`src/rtl/serial_word_collector.sv`:
```
// rtl/serial_word_collector.sv - collects a serial frame (optional even parity) into a one-deep valid/ready word buffer
module serial_word_collector #(
   parameter int WIDTH     = 4,
   parameter int PARITY_EN = 1
) (
   input  logic             clk,
   input  logic             clear_n,
   input  logic             serial_in,
   input  logic             bit_valid,
   input  logic             select,
   input  logic             start,
   output logic [WIDTH-1:0] data_out,
   output logic             out_valid,
   input  logic             out_ready,
   output logic             parity_err,
   output logic             busy,
   output logic             overrun
);

   localparam int CW = $clog2(WIDTH + 2);
   localparam logic [CW-1:0] LAST_CNT = (PARITY_EN != 0) ? CW'(WIDTH) : CW'(WIDTH - 1);

   typedef enum logic {IDLE, SHIFT} state_t;

   state_t           r_state;
   state_t           w_state_next;
   logic             r_dir;
   logic [WIDTH-1:0] r_sr;
   logic [CW-1:0]    r_cnt;
   logic [WIDTH-1:0] r_data;
   logic             r_valid;
   logic             r_perr;
   logic             r_overrun;

   logic             w_take;
   logic             w_last;
   logic             w_is_par;
   logic             w_free;
   logic [WIDTH-1:0] w_sr_shift;
   logic [WIDTH-1:0] w_final_sr;
   logic             w_final_perr;

   assign w_take       = (r_state == SHIFT) && bit_valid;
   assign w_last       = w_take && (r_cnt == LAST_CNT);
   assign w_is_par     = (PARITY_EN != 0) && (r_cnt == CW'(WIDTH));
   assign w_free       = !r_valid || out_ready;
   assign w_sr_shift   = r_dir ? {serial_in, r_sr[WIDTH-1:1]} : {r_sr[WIDTH-2:0], serial_in};
   // With parity the register is already full when the parity bit arrives; without it the last data bit is still in flight.
   assign w_final_sr   = w_is_par ? r_sr : w_sr_shift;
   assign w_final_perr = (PARITY_EN != 0) ? ^{r_sr, serial_in} : 1'b0;

   always_ff @(posedge clk or negedge clear_n) begin
      if (!clear_n) begin
         r_state <= IDLE;
      end else begin
         r_state <= w_state_next;
      end
   end

   always_comb begin
      w_state_next = r_state;
      case (r_state)
         IDLE:    if (start)  w_state_next = SHIFT;
         SHIFT:   if (w_last) w_state_next = IDLE;
         default: w_state_next = IDLE;
      endcase
   end

   always_ff @(posedge clk or negedge clear_n) begin
      if (!clear_n) begin
         r_dir     <= 1'b0;
         r_sr      <= '0;
         r_cnt     <= '0;
         r_data    <= '0;
         r_valid   <= 1'b0;
         r_perr    <= 1'b0;
         r_overrun <= 1'b0;
      end else begin
         if ((r_state == IDLE) && start) begin
            r_dir <= select;
            r_sr  <= '0;
            r_cnt <= '0;
         end else if (w_take && !w_is_par) begin
            r_sr  <= w_sr_shift;
            r_cnt <= r_cnt + 1'b1;
         end

         // A completed word may replace a word being accepted on the same edge.
         if (w_last) begin
            if (w_free) begin
               r_data  <= w_final_sr;
               r_perr  <= w_final_perr;
               r_valid <= 1'b1;
            end else begin
               r_overrun <= 1'b1;
            end
         end else if (r_valid && out_ready) begin
            r_valid <= 1'b0;
         end
      end
   end

   assign data_out   = r_data;
   assign out_valid  = r_valid;
   assign parity_err = r_perr;
   assign busy       = (r_state == SHIFT);
   assign overrun    = r_overrun;

endmodule

```
`config.mk`:
```
export PLATFORM = sky130hd
export DESIGN_NAME = serial_word_collector
export DESIGN_NICKNAME = d
export VERILOG_FILES = /design/src/rtl/serial_word_collector.sv
export SDC_FILE = /design/constraint.sdc
export NUM_CORES = 1
export LEC_CHECK = 0
export ABC_CLOCK_PERIOD_IN_PS = 3500
export CAP_MARGIN = 20
export CORE_UTILIZATION = 35
export CTS_CLUSTER_SIZE = 10
export DETAILED_ROUTE_END_ITERATION = 8
export PLACE_DENSITY_LB_ADDON = 0.2
export SLEW_MARGIN = 5
export SYNTH_ARGS = -nofsm -noshare
export SYNTH_HDL_FRONTEND = slang
export SYNTH_SLANG_ARGS = --single-unit
export TNS_END_PERCENT = 10
```
`constraint.sdc`:
```
create_clock -name clk -period 3.5 [get_ports clk]
set_input_delay 0.35 -clock clk [delete_from_list [all_inputs] [get_ports clk]]
set_output_delay 0.35 -clock clk [all_outputs]
set_load 0.03 [all_outputs]
```
==> impl_metrics.env <==
export IMPL_cts_max_path_buffers=2
export IMPL_firstDrtPassIters=3
export IMPL_tightestPinTransition_ns=0.721
export IMPL_synth_nets=70
export IMPL_drt_total_wl_um=1240
export IMPL_die_area_sq_um=2400
export IMPL_htree_levels=1
export IMPL_path_depth=1
export IMPL_rsz0062_at_grt="false"
export IMPL_final_nets=87
export IMPL_slowest_delay_ns=0.69
export IMPL_final_cell_mix="16 x dfrtp_1, 14 x clkdlybuf4s50_1, 10 x mux2i_1"
export IMPL_vias=473
export IMPL_fin_crit_sh=0.494
export IMPL_die_y_um=49.0
export IMPL_numCtsBuffers=3
export IMPL_grt_max_degree=17
export IMPL_worst_r2r_setup_slack_ns=1.92
export IMPL_port_buffers=14
export IMPL_yosys_mux_area_fraction=0.221
export IMPL_grt_pass1_wl_um=2210
export IMPL_slew_viol_final=0
export IMPL_whs_path_depth=1
export IMPL_synthXorXnorAreaFrac=0.0517
export IMPL_cts_tree="built"
export IMPL_overflow=0
export IMPL_crit_path_top_delay_cell="clkdlybuf4s50_1"
export IMPL_cp_arrival_ns=1.38
export IMPL_clock_sinks=16
export IMPL_synth_seq_cells=16
export IMPL_min_period_ns=1.73
export IMPL_synth_top_family_by_area="multiplexers"
export IMPL_status="finished clean"
export IMPL_fmax_mhz=578
export IMPL_endpoint_kind="output pin"
export IMPL_place_area_sq_um=940
export IMPL_diodes=0
export IMPL_crit_buf_inv=1
export IMPL_ir_drop_mv=0.434
export IMPL_setup_viol=0
export IMPL_dp_slack_ns=1.76
export IMPL_hp_class="reg -> reg"
export IMPL_antenna_found_initial=0
export IMPL_track_usage=0.128
export IMPL_hold_buffers=0
export IMPL_p_leak_nw=0.466
export IMPL_critPathKind="reg -> out"
export IMPL_synthToLayoutAreaGrowth_pct=24.2
export IMPL_yosysUniqueCellTypes=21
export IMPL_cp_required_ns=3.15
export IMPL_route_detailed_drc=0
export IMPL_die_w_um=49.0
export IMPL_finalNonFillerCells=103
export IMPL_timing_hold_violations_final=0
export IMPL_synth_compound_area_share=0.0501
export IMPL_hpwl_um=904
export IMPL_std_cell_rows=16
export IMPL_drive_above_1_share=0.158
export IMPL_ant_nets=0
export IMPL_power_density_nw_per_um2=885
export IMPL_cts_resized=0
export IMPL_worst_setup_path_start_kind="flop"
export IMPL_clock_skew_ns=0.000502
export IMPL_worstSkewPairLatency_ns=0.28
export IMPL_vias_per_cell=4.59
export IMPL_ys_warn_count=0
export IMPL_synthSimpleGateAreaFrac=0.0969
export IMPL_mostFrequentLayoutCell="dfrtp_1"
export IMPL_path_max_fanout=5
export IMPL_place_gp_congestion=0.676
export IMPL_maxSlewHeadroom=0.517
export IMPL_drv_cap=0
export IMPL_setup_slack_ns=1.77
export IMPL_core_area_sq_um=2020
export IMPL_worstPathCellList="clkdlybuf4s50_1"
export IMPL_drt_initial_drc_count=2
export IMPL_r2r_worst_path_cells=5
export IMPL_cts_setup_buffers=0
export IMPL_yosys_area_share_adder=0.0323
export IMPL_syn_area_sq_um=774
export IMPL_yosysTopAreaCellShare=0.517
export IMPL_synth_area_leader_cell="dfrtp_1"
export IMPL_p_total_mw=0.851
export IMPL_grt_pass1_vias=461
export IMPL_dp_cells=100
export IMPL_cts_clk_slew_worst_paths_ns=0.08
export IMPL_synthesis_instances=61
export IMPL_final_area_sq_um=962
export IMPL_ys_seq_area_frac=0.517
export IMPL_ys_top_cells_by_area="dfrtp_1 52%, mux2i_1 13%, mux2_2 7.3%"
export IMPL_start_util=0.383
export IMPL_ios=15
export IMPL_wire_per_inst_um=12.0
export IMPL_root_buffer="clkbuf_4"
export IMPL_setup_tns_ns=0
export IMPL_cpLargestDelayFamily="buffers and inverters"
export IMPL_synth_area_per_cell_sq_um=12.7
==> final timing paths <==
kind / end / startpoint
setup / recovery: busy / busy$_DFF_PN0_
hold / removal: overrun$_DFFE_PN0P_ / overrun$_DFFE_PN0P_
setup reg to reg: data_out[3]$_DFFE_PN0P_ / r_cnt[0]$_DFFE_PN0P_
hold reg to reg: overrun$_DFFE_PN0P_ / overrun$_DFFE_PN0P_
max in group asynchronous: data_out[2]$_DFFE_PN0P_ / clear_n
min in group asynchronous: r_cnt[2]$_DFFE_PN0P_ / clear_n
==> state kept, by name, indices dropped and copies added, names as in the netlist <==
| signal | count |
|---|---|
| r_dir | 1 |
| data_out | 4 |
| overrun | 1 |
| r_cnt | 3 |
| parity_err | 1 |
| r_sr | 4 |
| out_valid | 1 |
| busy | 1 |
==> kinds of logic after synthesis <==
| kind of cell | Yosys count |
|---|---|
| AO/OA/AOI/OAI | 5 |
| XOR/XNOR | 3 |
| adder cells (fa/ha/maj) | 2 |
| buffers and inverters | 6 |
| flip-flops | 16 |
| multiplexers | 16 |
| AND/OR/NAND/NOR | 13 |
==> layer usage <==
layer | global-route usage | share of wire | vias to the layer above
met5 | 0 | 0 | -
met3 | 0.0623 | 0.057 | 2
li1 | - | - | 241
met4 | 0.0735 | 0.015 | 0
met2 | 0.167 | 0.40 | 12
met1 | 0.170 | 0.52 | 218
==> stage by stage <==
step                utilization  hold slack, ns
floorplan                     -          0.0544
global placement          0.465           0.458
detailed placement        0.465           0.463
CTS                       0.476           0.488
global route              0.476           0.525
finish                    0.476           0.476
==> Yosys cell counts <==
master / count
mux2_2: 5
inv_1: 4
a21oi_2: 1
mux2i_1: 10
dfrtp_1: 16
clkbuf_1: 1
o21bai_1: 1
nand2_1: 8
ha_1: 2
xnor3_1: 1
xnor2_1: 1
mux2_4: 1
a21boi_0: 1
o31ai_1: 1
o21a_1: 1
buf_2: 1
xor2_1: 1
or3_1: 1
nor2b_4: 1
nand4_2: 1
nand2b_1: 2
==> power by group <==
part | switching, mW | internal, mW | total [mW]
Clock | 0.0527 | 0.0399 | 0.0926
Combinational | 0.193 | 0.219 | 0.412
Sequential | 0.0788 | 0.268 | 0.347
==> final cells by class <==
type / instances / area (sq um)
flip-flops and latches: 16 / 400
inverters: 4 / 15.0
repair buffers: 14 / 140
clock buffers: 3 / 22.5
well taps: 27 / 33.8
multi-input cells: 39 / 350
fillers: 192 / 1060
No activity file was read; power rests on OpenSTA's default activity.
